===== config.mk =====
export PLATFORM = sky130hd
export DESIGN_NAME = alu_op_sequencer_flat
export DESIGN_NICKNAME = d
export VERILOG_FILES = /design/src/rtl/alu_pkg.sv /design/src/rtl/alu_op_sequencer_if.sv /design/src/rtl/alu_shift_step.sv /design/src/rtl/alu_op_sequencer.sv /design/src/flat_wrapper.sv
export SDC_FILE = /design/constraint.sdc
export NUM_CORES = 1
export LEC_CHECK = 0
export CAP_MARGIN = 0
export CORE_AREA = 3 3 159 161
export CTS_BUF_LIST = sky130_fd_sc_hd__clkbuf_4 sky130_fd_sc_hd__clkbuf_8 sky130_fd_sc_hd__clkbuf_16
export DETAILED_ROUTE_END_ITERATION = 7
export DIE_AREA = 0 0 162 164
export PLACE_DENSITY = 0.68
export RECOVER_POWER = 25
export SLEW_MARGIN = 20
export SYNTH_ARGS = -nofsm -noshare
export SYNTH_HDL_FRONTEND = slang
export SYNTH_HIERARCHICAL = 1
export SYNTH_SLANG_ARGS = --single-unit

===== constraint.sdc =====
create_clock -name clk -period 2.54 [get_ports clk]
set_input_delay 0.381 -clock clk [delete_from_list [all_inputs] [get_ports clk]]
set_output_delay 0.381 -clock clk [all_outputs]
set_load 0.02 [all_outputs]

===== src/rtl/alu_pkg.sv =====
// Shared ALU control codes and sequencer state encoding.
// Also used by the ALU decoder so both sides agree on the op numbering.
package alu_pkg;

  localparam logic [3:0] ALU_ADD  = 4'b0000;
  localparam logic [3:0] ALU_SUB  = 4'b0001;
  localparam logic [3:0] ALU_AND  = 4'b0010;
  localparam logic [3:0] ALU_OR   = 4'b0011;
  localparam logic [3:0] ALU_SLL  = 4'b0100;
  localparam logic [3:0] ALU_SLT  = 4'b0101;
  localparam logic [3:0] ALU_SRL  = 4'b0110;
  localparam logic [3:0] ALU_SRA  = 4'b0111;
  localparam logic [3:0] ALU_SLTU = 4'b1000;
  localparam logic [3:0] ALU_XOR  = 4'b1001;

  typedef enum logic {
    IDLE  = 1'b0,
    SHIFT = 1'b1
  } seq_state_t;

  function automatic logic is_shift(input logic [3:0] code);
    return (code == ALU_SLL) || (code == ALU_SRL) || (code == ALU_SRA);
  endfunction

endpackage


===== src/rtl/alu_op_sequencer_if.sv =====
// Request/response bundle between the ALU decoder (master) and the execute sequencer (slave).
interface alu_op_sequencer_if #(
  parameter int DATA_WIDTH = 32
);
  logic                  in_valid;
  logic                  in_ready;
  logic [3:0]            alu_ctrl;
  logic [DATA_WIDTH-1:0] src_a;
  logic [DATA_WIDTH-1:0] src_b;
  logic                  flush;
  logic                  out_valid;
  logic [DATA_WIDTH-1:0] result;
  logic                  zero;
  logic                  busy;

  modport master (
    output in_valid, alu_ctrl, src_a, src_b, flush,
    input  in_ready, out_valid, result, zero, busy
  );

  modport slave (
    input  in_valid, alu_ctrl, src_a, src_b, flush,
    output in_ready, out_valid, result, zero, busy
  );
endinterface


===== src/rtl/alu_shift_step.sv =====
// Combinational single step of the iterative shifter: 1 bit, or 4 bits when SEQ_SHIFT4_EN
// is defined and step4_i is set.
module alu_shift_step #(
  parameter int DATA_WIDTH = 32
) (
  input  logic [DATA_WIDTH-1:0] acc_i,
  input  logic                  dir_i,    // 1 = left
  input  logic                  arith_i,
  input  logic                  sign_i,
  input  logic                  step4_i,
  output logic [DATA_WIDTH-1:0] acc_o
);
  logic                  fill;
  logic [DATA_WIDTH-1:0] acc1;

  // Sign fill comes from the original operand, so it does not depend on acc contents.
  assign fill = arith_i & sign_i;
  assign acc1 = dir_i ? {acc_i[DATA_WIDTH-2:0], 1'b0}
                      : {fill, acc_i[DATA_WIDTH-1:1]};

`ifdef SEQ_SHIFT4_EN
  logic [DATA_WIDTH-1:0] acc4;
  assign acc4  = dir_i ? {acc_i[DATA_WIDTH-5:0], 4'b0000}
                       : {{4{fill}}, acc_i[DATA_WIDTH-1:4]};
  assign acc_o = step4_i ? acc4 : acc1;
`else
  logic step4_unused;
  assign step4_unused = step4_i;
  assign acc_o        = acc1;
`endif
endmodule


===== src/rtl/alu_op_sequencer.sv =====
// Multi-cycle execute sequencer: single-cycle ALU ops plus iterative SLL/SRL/SRA.
// Define SEQ_SHIFT4_EN to let the shifter step 4 bits per cycle while the count allows.
module alu_op_sequencer
  import alu_pkg::*;
#(
  parameter int DATA_WIDTH  = 32,
  parameter int SHAMT_WIDTH = 5
) (
  input  logic             clk,
  input  logic             rst_n,
  alu_op_sequencer_if.slave bus
);
  seq_state_t             state_q, state_d;
  logic [SHAMT_WIDTH-1:0] cnt_q, cnt_d;
  logic [DATA_WIDTH-1:0]  acc_q, acc_d;
  logic                   dir_q, dir_d;
  logic                   arith_q, arith_d;
  logic                   sign_q, sign_d;
  logic [DATA_WIDTH-1:0]  result_q, result_d;
  logic                   zero_q, zero_d;
  logic                   out_valid_q, out_valid_d;

  logic [SHAMT_WIDTH-1:0] shamt;
  logic [DATA_WIDTH-1:0]  alu_res;
  logic [DATA_WIDTH-1:0]  acc_step;
  logic                   step4;
  logic [SHAMT_WIDTH-1:0] step_amt;
  logic [SHAMT_WIDTH-1:0] cnt_dec;

  assign shamt = bus.src_b[SHAMT_WIDTH-1:0];

`ifdef SEQ_SHIFT4_EN
  assign step4    = (cnt_q >= SHAMT_WIDTH'(4));
  assign step_amt = step4 ? SHAMT_WIDTH'(4) : SHAMT_WIDTH'(1);
`else
  assign step4    = 1'b0;
  assign step_amt = SHAMT_WIDTH'(1);
`endif
  assign cnt_dec = cnt_q - step_amt;

  alu_shift_step #(.DATA_WIDTH(DATA_WIDTH)) u_shift_step (
    .acc_i   (acc_q),
    .dir_i   (dir_q),
    .arith_i (arith_q),
    .sign_i  (sign_q),
    .step4_i (step4),
    .acc_o   (acc_step)
  );

  // Single-cycle result; shift codes only land here when shamt==0, so they pass src_a.
  always_comb begin
    alu_res = '0;
    case (bus.alu_ctrl)
      ALU_ADD:  alu_res = bus.src_a + bus.src_b;
      ALU_SUB:  alu_res = bus.src_a - bus.src_b;
      ALU_AND:  alu_res = bus.src_a & bus.src_b;
      ALU_OR:   alu_res = bus.src_a | bus.src_b;
      ALU_XOR:  alu_res = bus.src_a ^ bus.src_b;
      ALU_SLT:  alu_res = {{(DATA_WIDTH-1){1'b0}}, ($signed(bus.src_a) < $signed(bus.src_b))};
      ALU_SLTU: alu_res = {{(DATA_WIDTH-1){1'b0}}, (bus.src_a < bus.src_b)};
      ALU_SLL, ALU_SRL, ALU_SRA: alu_res = bus.src_a;
      default:  alu_res = '0;
    endcase
  end

  always_comb begin
    state_d     = state_q;
    cnt_d       = cnt_q;
    acc_d       = acc_q;
    dir_d       = dir_q;
    arith_d     = arith_q;
    sign_d      = sign_q;
    result_d    = result_q;
    zero_d      = zero_q;
    out_valid_d = 1'b0;

    if (bus.flush) begin
      state_d = IDLE;
      cnt_d   = '0;
    end else begin
      case (state_q)
        IDLE: begin
          if (bus.in_valid) begin
            if (is_shift(bus.alu_ctrl) && (shamt != '0)) begin
              state_d = SHIFT;
              acc_d   = bus.src_a;
              cnt_d   = shamt;
              dir_d   = (bus.alu_ctrl == ALU_SLL);
              arith_d = (bus.alu_ctrl == ALU_SRA);
              sign_d  = bus.src_a[DATA_WIDTH-1];
            end else begin
              result_d    = alu_res;
              zero_d      = (alu_res == '0);
              out_valid_d = 1'b1;
            end
          end
        end
        SHIFT: begin
          acc_d = acc_step;
          cnt_d = cnt_dec;
          if (cnt_dec == '0) begin
            state_d     = IDLE;
            result_d    = acc_step;
            zero_d      = (acc_step == '0);
            out_valid_d = 1'b1;
          end
        end
        default: state_d = IDLE;
      endcase
    end
  end

  always_ff @(posedge clk or negedge rst_n) begin
    if (!rst_n) begin
      state_q     <= IDLE;
      cnt_q       <= '0;
      acc_q       <= '0;
      dir_q       <= 1'b0;
      arith_q     <= 1'b0;
      sign_q      <= 1'b0;
      result_q    <= '0;
      zero_q      <= 1'b1;
      out_valid_q <= 1'b0;
    end else begin
      state_q     <= state_d;
      cnt_q       <= cnt_d;
      acc_q       <= acc_d;
      dir_q       <= dir_d;
      arith_q     <= arith_d;
      sign_q      <= sign_d;
      result_q    <= result_d;
      zero_q      <= zero_d;
      out_valid_q <= out_valid_d;
    end
  end

  assign bus.in_ready  = (state_q == IDLE);
  assign bus.busy      = (state_q == SHIFT);
  assign bus.out_valid = out_valid_q;
  assign bus.result    = result_q;
  assign bus.zero      = zero_q;
endmodule


===== src/flat_wrapper.sv =====
// flat-port wrapper written by rule: the top's interface ports become plain ports
module alu_op_sequencer_flat import alu_pkg::*;
#(
  parameter int DATA_WIDTH  = 32,
  parameter int SHAMT_WIDTH = 5
)
  (clk, rst_n, bus_in_valid, bus_alu_ctrl, bus_src_a, bus_src_b, bus_flush, bus_in_ready, bus_out_valid, bus_result, bus_zero, bus_busy);
  alu_op_sequencer_if #(.DATA_WIDTH(DATA_WIDTH)) bus_i ();
  input  logic clk;
  input  logic rst_n;
  input wire logic [$bits(bus_i.in_valid)-1:0] bus_in_valid;
  input wire logic [$bits(bus_i.alu_ctrl)-1:0] bus_alu_ctrl;
  input wire logic [$bits(bus_i.src_a)-1:0] bus_src_a;
  input wire logic [$bits(bus_i.src_b)-1:0] bus_src_b;
  input wire logic [$bits(bus_i.flush)-1:0] bus_flush;
  output wire logic [$bits(bus_i.in_ready)-1:0] bus_in_ready;
  output wire logic [$bits(bus_i.out_valid)-1:0] bus_out_valid;
  output wire logic [$bits(bus_i.result)-1:0] bus_result;
  output wire logic [$bits(bus_i.zero)-1:0] bus_zero;
  output wire logic [$bits(bus_i.busy)-1:0] bus_busy;
  assign bus_i.in_valid = bus_in_valid;
  assign bus_i.alu_ctrl = bus_alu_ctrl;
  assign bus_i.src_a = bus_src_a;
  assign bus_i.src_b = bus_src_b;
  assign bus_i.flush = bus_flush;
  assign bus_in_ready = bus_i.in_ready;
  assign bus_out_valid = bus_i.out_valid;
  assign bus_result = bus_i.result;
  assign bus_zero = bus_i.zero;
  assign bus_busy = bus_i.busy;
  alu_op_sequencer #(.DATA_WIDTH(DATA_WIDTH), .SHAMT_WIDTH(SHAMT_WIDTH)) u_core (.clk(clk), .rst_n(rst_n), .bus(bus_i));
endmodule

Yosys cells after proc, flatten, opt, wreduce, memory -nomap -nowiden. Cells that the tools add are included.

Register bits after elaboration: 75. Bits in latches: 0. Memory bits (writable): 0. ROM bits: 0. Input port bits: 72. Output and inout port bits: 36. Logic and storage cells: 75. Memories: 0.

$add $sub $neg: 3. $mul: 0. Div/mod/pow operators: 0. $lt $le $gt $ge: 2. Equality and inequality tests: 15. Shifts and indexed selects: 0. Muxes and demuxes: 27. Bitwise gates (word level): 6. Reductions and logical operators: 13.

Operators by type and width (number): $pmux W32 S8 (1); $mux W32 (6); $pmux W32 S2 (2); $logic_not A32 Y1 (2); $lt A32 B32 Y1 (2); $add A32 B32 Y32 (1); $and A32 B32 Y32 (1); $or A32 B32 Y32 (1); $sub A32 B32 Y32 (1); $xor A32 B32 Y32 (1); $eq A4 B3 Y1 const B (4); $mux W5 (3); $mux W1 (11); $pmux W5 S2 (1); $eq A4 B2 Y1 const B (2); $eq A4 B4 Y1 const B (2); $reduce_and A4 Y1 (2); $ne A2 B2 Y1 const B (3); $pmux W1 S2 (3); $logic_not A5 Y1 (1); $reduce_bool A5 Y1 (1); $sub A5 B1 Y5 const B (1); $eq A4 B1 Y1 const B (1); $logic_not A4 Y1 (1); other kinds (10) (12).

Longest topological paths before layout.
Word-level depth: 8. Depth in mapped cells: 14. Depth with buffers taken out: 14.

By module. The synthesis kept the hierarchy.

Modules (own cells, without submodules): alu_op_sequencer (times used 1, cells an instance 1297, area each 9683.0 um^2, seq. area each 1878.1 um^2); alu_shift_step (times used 1, cells an instance 38, area each 524.3 um^2, seq. area each 0.0 um^2).

Least setup slack after synthesis. Ideal clock, no wire load.

Kind: input to register. Start point: in bus_src_a[6]. End point: reg u_core.zero_q, in the netlist u_core/bus.zero. Setup time: 72 ps. Arrival: 3257 ps. Data required time: 2468 ps. Setup slack: -789 ps. Stages on the path: 13. Path buffers: 1. Cells stage by stage: inv_1 > ha_1 > buf_6 > or4_4 > a2111oi_4 > o31ai_2 > a31oi_2 > a21oi_2 > a211o_1 > a221o_1 > nor4b_2 > nand4_1 > o21ai_1.

Cells in the longest elaborated chain, start to end: 6. Elaborated cells on any way between the ends: 12. Those cells by class: 2 x add/sub; 2 x order compare; 4 x mux; 3 x bitwise; 1 x reduce/logical.

Ends and longest elaborated chain: start: declaration (RTL line flat_wrapper.sv:13) `input wire logic [$bits(bus_i.src_a)-1:0] bus_src_a;`; $sub A32 B32 Y32 (tied with other cells) (RTL line alu_op_sequencer.sv:55) `ALU_SUB: alu_res = bus.src_a - bus.src_b;`; $pmux W32 S8 (*) (RTL line alu_op_sequencer.sv:53) `case (bus.alu_ctrl)`; $logic_not A32 Y1 (*) (RTL line alu_op_sequencer.sv:93) `zero_d = (alu_res == '0);`; $mux W1 (*) (RTL line alu_op_sequencer.sv:84) `if (is_shift(bus.alu_ctrl) && (shamt != '0)) begin`; $mux W1 (*) (RTL line alu_op_sequencer.sv:83) `if (bus.in_valid) begin`; $pmux W1 S2 (*) (RTL line alu_op_sequencer.sv:81) `case (state_q)`; end signal: assignment (RTL line alu_op_sequencer.sv:132) `zero_q <= zero_d;`; end: declaration (RTL line alu_op_sequencer.sv:20) `logic zero_q, zero_d;`.

Every way passes the cells marked *; elsewhere a longest branch is shown, timed or not. The select of a mux whose other input is x is not followed. A chain may end at the register's enable or synchronous reset.

Worst setup path after layout.
Start point: in bus_src_a[0]. End point: reg u_core.zero_q, in the netlist u_core/bus.zero.

The elaborated chain is that of the path after synthesis.

==> reports/metrics.yaml <==
final-hold-violation-count: 0
clockBufferDepth: 2
post-route-period-util_pct: 126
pwr-share-seq_pct: 22.6
power_density_mw_per_mm2: 417
arrival_ns: 3.48
irDropWorstVdd_v: 0.000466
grt_overflow: 0
outcome: "finished, violations left"
drtIter0Drc: 1288
final_core_util_pct: 74.7
syn_inst: 1334
clock_latency_ns: 0.33
grt_pass1_wl_mm: 69.9
post-route-min-period_ns: 3.21
grt_use_total_pct: 33.3
portBuffers: 107
combPwrFrac_pct: 61.4
netlist_area_sq_mm: 0.0102
fillers: 1791
fin_nets: 2105
worstHoldEndpoint: "u_core/acc_q[0]"
timing.rr.start: "u_core/cnt_q[1]"
dpl.hpwl_mm: 35.6
antenna_found_initial: 0
drive_above_1_share_pct: 49.2
cap_violations: 1
numCtsBuffers: 9
rsz0062_at_grt: "true"
htreeDepth: 3
p_sw_mw: 2.98
critPathCaptureType: "flip-flop"
n_antenna_cell: 0
drt-wirelength-per-cell_microns: 20.9
fmax_mhz: 312
r2r_slack_ns: -0.02
setup_viol: 23
viasPerCell: 5.85
power.internal_mw: 4.54
crit_fanout: 4
grt_start_max_net_pins: 76
io_pins: 108
area_growth_pct: 76.5
avgSynthCellArea_sq_um: 7.65
gp_congestion: 0.963
startpoint: "bus_src_a[0]"
crit_type: "primary input to flip-flop"
die_w_microns: 162
r2r_cells: 12
worstReg2RegEnd: "u_core/bus.zero"
start_util_pct: 42.3
finalSetupTns_ns: -8.57
drv_slew: 76
drc: 0
die_h_microns: 164
p_sw_share_pct: 39.6
p_clk_share_pct: 16.1
fin_skew_ns: 0.00568
yosys_warnings: 6
power.leakage_nw: 8.15
violations: "max-capacitance violations, max-slew violations, negative setup slack"
crit_path_start_kind: "primary input"
worstMarginPinSlew_ns: 1.83
clock-sinks: 75
whs_path_depth: 3
required_ns: 2.81
hp-class: "primary input to flip-flop"
cts_tree: "yes"
relSlewSlack_pct: -21.7
vias: 13131
syn_nets: 1523
hold_buffers: 0
dieArea_sq_mm: 0.0266
hold_path_startpoint: "bus_src_a[0]"
core-area_sq_mm: 0.0241
setup_slack_ns: -0.668
wl_mm: 46.9
path_clk_slew_ns: 0.05
fp-row-count: 57
total_power_mw: 7.51
cts-root-buf: "clkbuf_16"
drtPass1Iterations: 7
grt_pass1_vias: 12664
final_antenna_net_count: 0
[routing by layer]
metal  vias up  wire length, microns  global-route usage, %
met2       569                 21900                   54.8
met4         0                  1460                   10.1
li1       6037                     -                      -
met5         -                     0                      0
met3       123                  3130                   3.03
met1      6402                 20400                   46.5
[final cells by class]
| type | count | area [sq um] | share of cell area, % |
|---|---|---|---|
| flip-flops and latches | 75 | 1880 | 10.4 |
| clock inverters | 2 | 10.0 | 0.0556 |
| clock buffers | 14 | 275 | 1.53 |
| well taps | 324 | 405 | 2.25 |
| inverters | 102 | 470 | 2.61 |
| multi-input cells | 1070 | 9330 | 51.8 |
| repair buffers | 658 | 5640 | 31.3 |
[sequential cells by signal (all words and copies together), names as in the netlist]
register	flops
u_core/acc_q	32
u_core/bus.result	32
u_core/sign_q	1
u_core/bus.out_valid	1
u_core/cnt_q	5
u_core/bus.busy	1
u_core/arith_q	1
u_core/dir_q	1
u_core/bus.zero	1
[worst max-delay path, cell delays in order]
cell and delay [ns]:
buf_12 0.10, clkinv_8 0.05, ha_4 0.15, fa_2 0.37, nor3_4 0.20, o311ai_4 0.13
a31oi_1 0.20, buf_4 0.18, o31ai_4 0.10, nor4_2 0.25, mux2_4 0.35, a211oi_4 0.34
nand2_1 0.11, nor4_2 0.30, nand4_1 0.12, o21ai_1 0.14
[worst max path at each step]
| stage | end | cells after the start |
|---|---|---|
| after floorplan | u_core/bus.zero | 14 |
| after global placement | u_core/bus.zero | 16 |
| after detailed placement | u_core/bus.zero | 16 |
| after CTS | u_core/bus.zero | 16 |
| after global routing | u_core/bus.zero | 16 |
| final | u_core/bus.zero | 16 |
[cells in the final DEF, fill, tap and decap left out, types with 16 or more instances in the layout]
master	n
a21o_1	22
o21ai_0	48
nand3_1	19
mux2i_1	45
ha_4	29
a21oi_1	72
nor2_1	105
buf_6	83
a21oi_2	37
dfrtp_1	72
nor3_1	30
o21ai_1	37
clkdlybuf4s50_1	59
inv_2	24
mux2_4	33
ha_1	78
nand2_1	100
a31oi_1	16
inv_1	57
buf_4	462
[timing repair]
item                                    CTS  global route
resized for setup                       419           202
setup buffers                            70            44
endpoints found under the setup margin   38            31
pin swaps                               138           115
[stage by stage]
stage | hold WS, ns | std cells | cell area [sq um] | setup slack [ns]
after global routing | 0.414 | 2245 | 18000 | -0.776
after global placement | 0.431 | 2139 | 15400 | -1.77
final | 0.406 | 2245 | 18000 | -0.668
after floorplan | 0.0854 | 1334 | 10700 | -0.546
after detailed placement | 0.425 | 2139 | 15400 | -1.64
after CTS | 0.0668 | 2216 | 17100 | -0.745
[power groups by stage]
stage | Clock [mW] | Combinational (mW) | Sequential, mW
3_3_place_gp | 0 | 3.70 | 1.69
4_1_cts | 1.22 | 4.20 | 1.69
5_1_grt | 1.28 | 4.88 | 1.73
3_5_place_dp | 0 | 3.76 | 1.71
2_1_floorplan | 0 | 1.80 | 1.81
6_report | 1.21 | 4.61 | 1.69
Power figures use the tool's default switching activity.
